[config.mk]
export PLATFORM = sky130hd
export DESIGN_NAME = nibble_serial_adder
export DESIGN_NICKNAME = d
export VERILOG_FILES = /design/src/rtl/nibble_serial_adder.sv
export SDC_FILE = /design/constraint.sdc
export NUM_CORES = 1
export LEC_CHECK = 0
export CORE_MARGIN = 3
export CORE_UTILIZATION = 45
export CTS_CLUSTER_DIAMETER = 50
export DETAILED_ROUTE_END_ITERATION = 10
export MAX_ROUTING_LAYER = met4
export PLACE_DENSITY_LB_ADDON = 0.05
export SYNTH_ARGS = -nofsm -noshare
export SYNTH_HDL_FRONTEND = slang
export SYNTH_SLANG_ARGS = --single-unit
export TNS_END_PERCENT = 10
[constraint.sdc]
create_clock -name clk -period 3.9 [get_ports clk]
set_input_delay 0.975 -clock clk [delete_from_list [all_inputs] [get_ports clk]]
set_output_delay 0.975 -clock clk [all_outputs]
set_load 0.01 [all_outputs]
[src/rtl/nibble_serial_adder.sv]
// nibble_serial_adder: W-bit add/subtract computed one 4-bit nibble per cycle,
// LSB first, with the carry chained between nibbles. The requester uses a
// start/busy/done handshake. Results appear only when an operation completes.
module nibble_serial_adder #(
   parameter int NIBBLES = 4
) (
   input  logic                   clk,
   input  logic                   rst_n,
   input  logic                   start,
   input  logic                   sub,
   input  logic [4*NIBBLES-1:0]   in_data1,
   input  logic [4*NIBBLES-1:0]   in_data2,
   output logic                   busy,
   output logic                   done,
   output logic [4*NIBBLES-1:0]   out_data,
   output logic                   cy,
   output logic                   ovf
);

   localparam int W     = 4 * NIBBLES;
   localparam int IDX_W = (NIBBLES > 1) ? $clog2(NIBBLES) : 1;

   typedef enum logic [1:0] {S_IDLE, S_RUN, S_DONE} state_t;

   state_t             state_q, state_d;
   logic [W-1:0]       a_q, a_d;
   logic [W-1:0]       b_q, b_d;        // already inverted for subtraction
   logic [W-1:0]       work_q, work_d;
   logic               carry_q, carry_d;
   logic [IDX_W-1:0]   idx_q, idx_d;
   logic [W-1:0]       out_q, out_d;
   logic               cy_q, cy_d;
   logic               ovf_q, ovf_d;

   logic               accept;
   logic               last;
   logic [3:0]         nib_a, nib_b;
   logic [4:0]         nib;
   logic [3:0]         low3;            // bit 3 is the carry into the nibble's MSB

   // A new request is taken whenever no operation is in flight (IDLE or DONE)
   assign accept = start && (state_q != S_RUN);
   assign last   = (idx_q == IDX_W'(NIBBLES - 1));

   // State register
   always_ff @(posedge clk or negedge rst_n) begin
      if (!rst_n) state_q <= S_IDLE;
      else        state_q <= state_d;
   end

   // Next-state logic: RUN covers NIBBLES cycles, DONE lasts one cycle
   always_comb begin
      state_d = state_q;
      case (state_q)
         S_IDLE:  if (start) state_d = S_RUN;
         S_RUN:   if (last)  state_d = S_DONE;
         S_DONE:  state_d = start ? S_RUN : S_IDLE;
         default: state_d = S_IDLE;
      endcase
   end

   // Handshake outputs decoded from state
   always_comb begin
      busy = (state_q == S_RUN);
      done = (state_q == S_DONE);
   end

   // Nibble select, 5-bit nibble add and operand/result bookkeeping
   always_comb begin
      nib_a = '0;
      nib_b = '0;
      for (int i = 0; i < NIBBLES; i++) begin
         if (idx_q == IDX_W'(i)) begin
            nib_a = a_q[4*i +: 4];
            nib_b = b_q[4*i +: 4];
         end
      end
      nib  = {1'b0, nib_a} + {1'b0, nib_b} + {4'b0, carry_q};
      low3 = {1'b0, nib_a[2:0]} + {1'b0, nib_b[2:0]} + {3'b0, carry_q};

      a_d     = a_q;
      b_d     = b_q;
      work_d  = work_q;
      carry_d = carry_q;
      idx_d   = idx_q;
      out_d   = out_q;
      cy_d    = cy_q;
      ovf_d   = ovf_q;

      if (accept) begin
         a_d     = in_data1;
         b_d     = sub ? ~in_data2 : in_data2;
         carry_d = sub;
         idx_d   = '0;
      end else if (state_q == S_RUN) begin
         for (int i = 0; i < NIBBLES; i++) begin
            if (idx_q == IDX_W'(i)) work_d[4*i +: 4] = nib[3:0];
         end
         carry_d = nib[4];
         if (last) begin
            // Publish on entry to DONE; the top nibble is folded in directly
            out_d = work_d;
            cy_d  = nib[4];
            ovf_d = low3[3] ^ nib[4];
         end else begin
            idx_d = idx_q + IDX_W'(1);
         end
      end
   end

   // Datapath registers, all cleared by reset
   always_ff @(posedge clk or negedge rst_n) begin
      if (!rst_n) begin
         a_q     <= '0;
         b_q     <= '0;
         work_q  <= '0;
         carry_q <= 1'b0;
         idx_q   <= '0;
         out_q   <= '0;
         cy_q    <= 1'b0;
         ovf_q   <= 1'b0;
      end else begin
         a_q     <= a_d;
         b_q     <= b_d;
         work_q  <= work_d;
         carry_q <= carry_d;
         idx_q   <= idx_d;
         out_q   <= out_d;
         cy_q    <= cy_d;
         ovf_q   <= ovf_d;
      end
   end

   assign out_data = out_q;
   assign cy       = cy_q;
   assign ovf      = ovf_q;

endmodule

# Yosys cells after proc, flatten, opt, wreduce, memory -nomap -nowiden
# Index checks and enable logic that the tools add are counted.
# op_classes
bitwise_logic	3
n_mux	22
n_eq_ne	9
n_reduce_logical	8
n_addsub	5
# ops
op	count
$mux W4	12
$mux W16	1
$not A16 Y16	1
$mux W2	5
$eq A2 B2 Y1 const B	3
$pmux W2 S3	1
$reduce_and A2 Y1	3
$add A4 B4 Y5	1
$add A5 B1 Y5	1
$add A3 B3 Y4	1
$add A4 B1 Y4	1
$eq A2 B1 Y1 const B	2
$logic_not A2 Y1	2
$ne A2 B1 Y1 const B	2
$ne A2 B2 Y1 const B	2
$mux W1	3
$reduce_and A3 Y1	1
$add A2 B1 Y2 const B	1
$reduce_bool A2 Y1	1
$logic_and A1 B1 Y1	1
$not A1 Y1	1
$xor A1 B1 Y1	1
# word_totals
elab_cells	56
output_inout_bits	20
inputBits	36
register_bits	71

# Logic depth before layout (Yosys ltp)
# depth
ltp_word	9
mapped_depth	14
mapped_depth_nobuf	13

# Least setup slack after synthesis
# No wires, ideal clock.
# synth_timing
kind	reg-to-reg
start	reg idx_q[1]
end	reg ovf_q, in the netlist ovf
period_less_slack_ns	2.729
path_stages_with_launch	15
required_ns	3.765
t_arrival_ns	2.594
path_buffers	1
setup_ns	0.135
slack_ns	1.171
path_cell_list	dfrtp_1 inv_1 ha_1 buf_2 nor2b_1 a221oi_1 nor3_1 a21oi_1 fa_1 inv_1 fa_1 a21o_1 a21oi_1 xor2_1 o21ai_0
# synth_via
elab_chain_cells	8
# synth_lines
item	line	text
start: declaration	30	logic [IDX_W-1:0] idx_q, idx_d;
start signal: assignment	127	idx_q <= idx_d;
$logic_not A2 Y1	73	if (idx_q == IDX_W'(i)) begin
$mux W4 (4 in series)	73	
$add A4 B4 Y5 / $add A3 B3 Y4 (equally long branches)	78, 79	
$add A5 B1 Y5 / $add A4 B1 Y4 (equally long branches)	78, 79	
$xor A1 B1 Y1	104	ovf_d = low3[3] ^ nib[4];
end signal: assignment	130	ovf_q <= ovf_d;
end: declaration	33	logic ovf_q, ovf_d;
# Several ways; a longest one is shown, not always the timed one.
# A chain may end at the register's enable or synchronous reset.

# Worst setup path in the final report
# Same ends and word-level chain as after synthesis.

==> flow_metrics.py <==
metrics = {
    "drt": {
        "wl_per_cell_um": 13.9,
        "wl_um": 6380,
        "firstDrtPassIters": 4,
        "drtIter0Drc": 42,
        "drt-vias-per-instance": 4.88,
        "ant_nets": 0,
        "route.vias.total": 2237,
        "drc": 0,
    },
    "yosys": {
        "synth_edf_count": 0,
        "synthCells": 305,
        "postSynthAreaPerCell_um2": 11.1,
        "yosys_warnings": 0,
        "synth_top_area_share_pct": 49.7,
        "synth_common_cells": "67 x dfrtp_1, 58 x nand2_1, 28 x o21ai_1, 19 x mux2_4",
        "synth_nets": 350,
        "yosysMostFrequentCell": "dfrtp_1",
        "yosysSeqAreaShare_pct": 49.7,
        "synth_top_cell_by_area": "dfrtp_1",
        "ys_top_cells_by_area": "dfrtp_1 50%, mux2_4 8.5%, nand2_1 6.5%",
        "ys_seq_elements": 67,
        "synthFlopType": "dfrtp_1",
        "ys_types": 37,
        "async_flop_share_pct": 100,
        "synth_area_um2": 3370,
    },
    "sta": {
        "timing.fmax_mhz": 321,
        "maxSlewHeadroom_pct": 38.4,
        "final-setup-viol-count": 0,
        "skew_ps": 7.28,
        "finalMaxSlewViolations": 0,
        "finalSetupTns_ps": 0,
        "worst_slew_pin_slew_ps": 921,
        "period_share_pct": 79.8,
        "rsz0062_at_grt": "false",
        "period_needed_ps": 3110,
        "hold_viol_final": 0,
    },
    "worst_hold_path": {
        "hold_path_class": "register to register",
        "hold_depth": 2,
    },
    "clock_tree": {
        "post_cts_buffers": 0,
        "cts_tree": "done",
        "post_cts_resized": 0,
        "clk_pin_slew_ps": 70,
        "clock_path_buffers": 2,
        "cts_sinks": 67,
        "clk_latency_ps": 340,
        "cts_made_buffers": 9,
        "cts.hold.buffers_added": 0,
        "cts-root-buf": "clkbuf_8",
        "cts.htree.levels": 3,
    },
    "layout": {
        "postLayoutCoreUtil_pct": 59.4,
        "stdcell_count": 458,
        "area.growth.synth_to_final_pct": 23.5,
        "final_nets": 402,
        "n_antenna_cell": 0,
        "drive_gt1_share_pct": 15.7,
    },
    "floorplanning": {
        "rows": 30,
        "core_area_um2": 7020,
        "initial_core_util_pct": 48.1,
        "die_x_um": 92.6,
        "ioPinCount": 56,
        "dieArea_um2": 8570,
        "die-height_um": 92.6,
    },
    "placed_design": {
        "dp_cells": 442,
        "detailed_place_hpwl_um": 4550,
        "port_buffers": 55,
        "gp_congestion": 0.790,
    },
    "worst_setup_path": {
        "r2r-start": "idx_q[1]",
        "setup.worst_path.start": "idx_q[1]",
        "worst-setup-path-type": "register to register",
        "crit_required_ps": 4090,
        "critPathArrivalTime_ps": 3310,
        "r2r_slack_ps": 790,
        "r2r_cells": 13,
        "crit_path_max_fanout": 14,
        "cp-end-kind": "register",
        "rr_endpoint": "ovf",
        "cp-start-kind": "register",
        "critPathCapture": "ovf",
    },
    "global_routing": {
        "grt_overflow": 0,
        "grt_pass1_vias": 2245,
        "grt_max_degree": 68,
        "track_usage_pct": 16.7,
        "grt_first_pass_wirelength_um": 10900,
        "antenna_found_initial": 0,
    },
    "pwr": {
        "leakage_nw": 1.86,
        "power_density_nw_per_um2": 950,
        "ir_worst_vdd_mv": 0.381,
        "power_mw": 3.96,
    },
    "run": {
        "drv_cap": 0,
    },
    "run_status": {
        "status": "complete, no violations",
    },
}
==> cell families (layout without fill, tap and decap cells) <==
kind of cell | Yosys count | after routing | share of synthesized area [%]
AO/OA/AOI/OAI | 74 | 74 | 12.6
flip-flops | 67 | 67 | 49.7
XOR/XNOR | 19 | 19 | 5.38
multiplexers | 26 | 26 | 10.6
buffers and inverters | 26 | 83 | 5.23
adder cells (fa/ha/maj) | 9 | 9 | 3.78
AND/OR/NAND/NOR | 84 | 84 | 12.8
==> state kept, by name, indices dropped and copies added (netlist names) <==
| register | cells |
|---|---|
| state_q | 2 |
| carry_q | 1 |
| work_q | 12 |
| cy | 1 |
| b_q | 16 |
| idx_q | 2 |
| out_data | 16 |
| a_q | 16 |
| ovf | 1 |
==> how the worst min path moves through the flow <==
stage | start | end
after floorplan | work_q[6] | work_q[6]
after global placement | out_data[13] | out_data[13]
after detailed placement | out_data[13] | out_data[13]
after CTS | out_data[13] | out_data[13]
after global routing | out_data[5] | out_data[5]
final | out_data[13] | out_data[13]
==> area by class of cell <==
type	instances	area, um^2
fillers	601	2850
flip-flops and latches	67	1680
multi-input cells	212	1520
repair buffers	59	576
clock buffers	11	141
well taps	96	120
clock inverters	5	100
inverters	8	32.5
==> worst max-delay path, cell delays in order (launching register included) <==
cell and delay, ps:
dfrtp_1 410, inv_1 90, ha_1 440, nor2b_1 90, a221oi_1 280, nor3_1 70
a21oi_1 200, fa_1 220, inv_1 60, fa_1 420, a21o_1 200, a21oi_1 240
xor2_1 160, o21ai_0 90
==> through the flow <==
step	area (um^2)	hold slack (ps)	setup WS [ps]
final	4170	476	788
after global routing	4170	509	448
after CTS	4170	481	773
after detailed placement	3930	464	780
after global placement	3930	459	895
after floorplan	3370	444	1170
==> where the power goes <==
part,total (mW),switching [mW],internal (mW)
Sequential,1.22,0.194,1.03
Combinational,2.04,1.09,0.947
Clock,0.698,0.257,0.440
==> cells in the final DEF, fill, tap and decap left out, types with 2 or more instances in the layout <==
cell type,count
a221oi_1,6
nor3_1,2
ha_1,7
o21ai_0,16
nor2b_1,10
nand3b_1,3
nand2_1,58
bufinv_16,3
mux2i_1,6
clkbuf_8,10
inv_1,6
buf_4,4
clkdlybuf4s50_1,54
a21oi_1,13
xnor2_2,2
o21ai_1,28
fa_1,2
nand2_4,4
clkinv_2,2
o21ai_2,4
o31ai_1,4
mux2_4,19
dfrtp_1,67
nor3b_2,3
xnor2_1,16
==> routing by layer <==
layer  routed length [um]  GRT usage, %  up-vias
li1                     -             -     1136
met1                 2890          20.8     1040
met2                 3070          26.4       53
met3                  334          4.55        8
met4                   90          5.94        0
met5                    0             -        -
(Power assumes the default switching activity.)
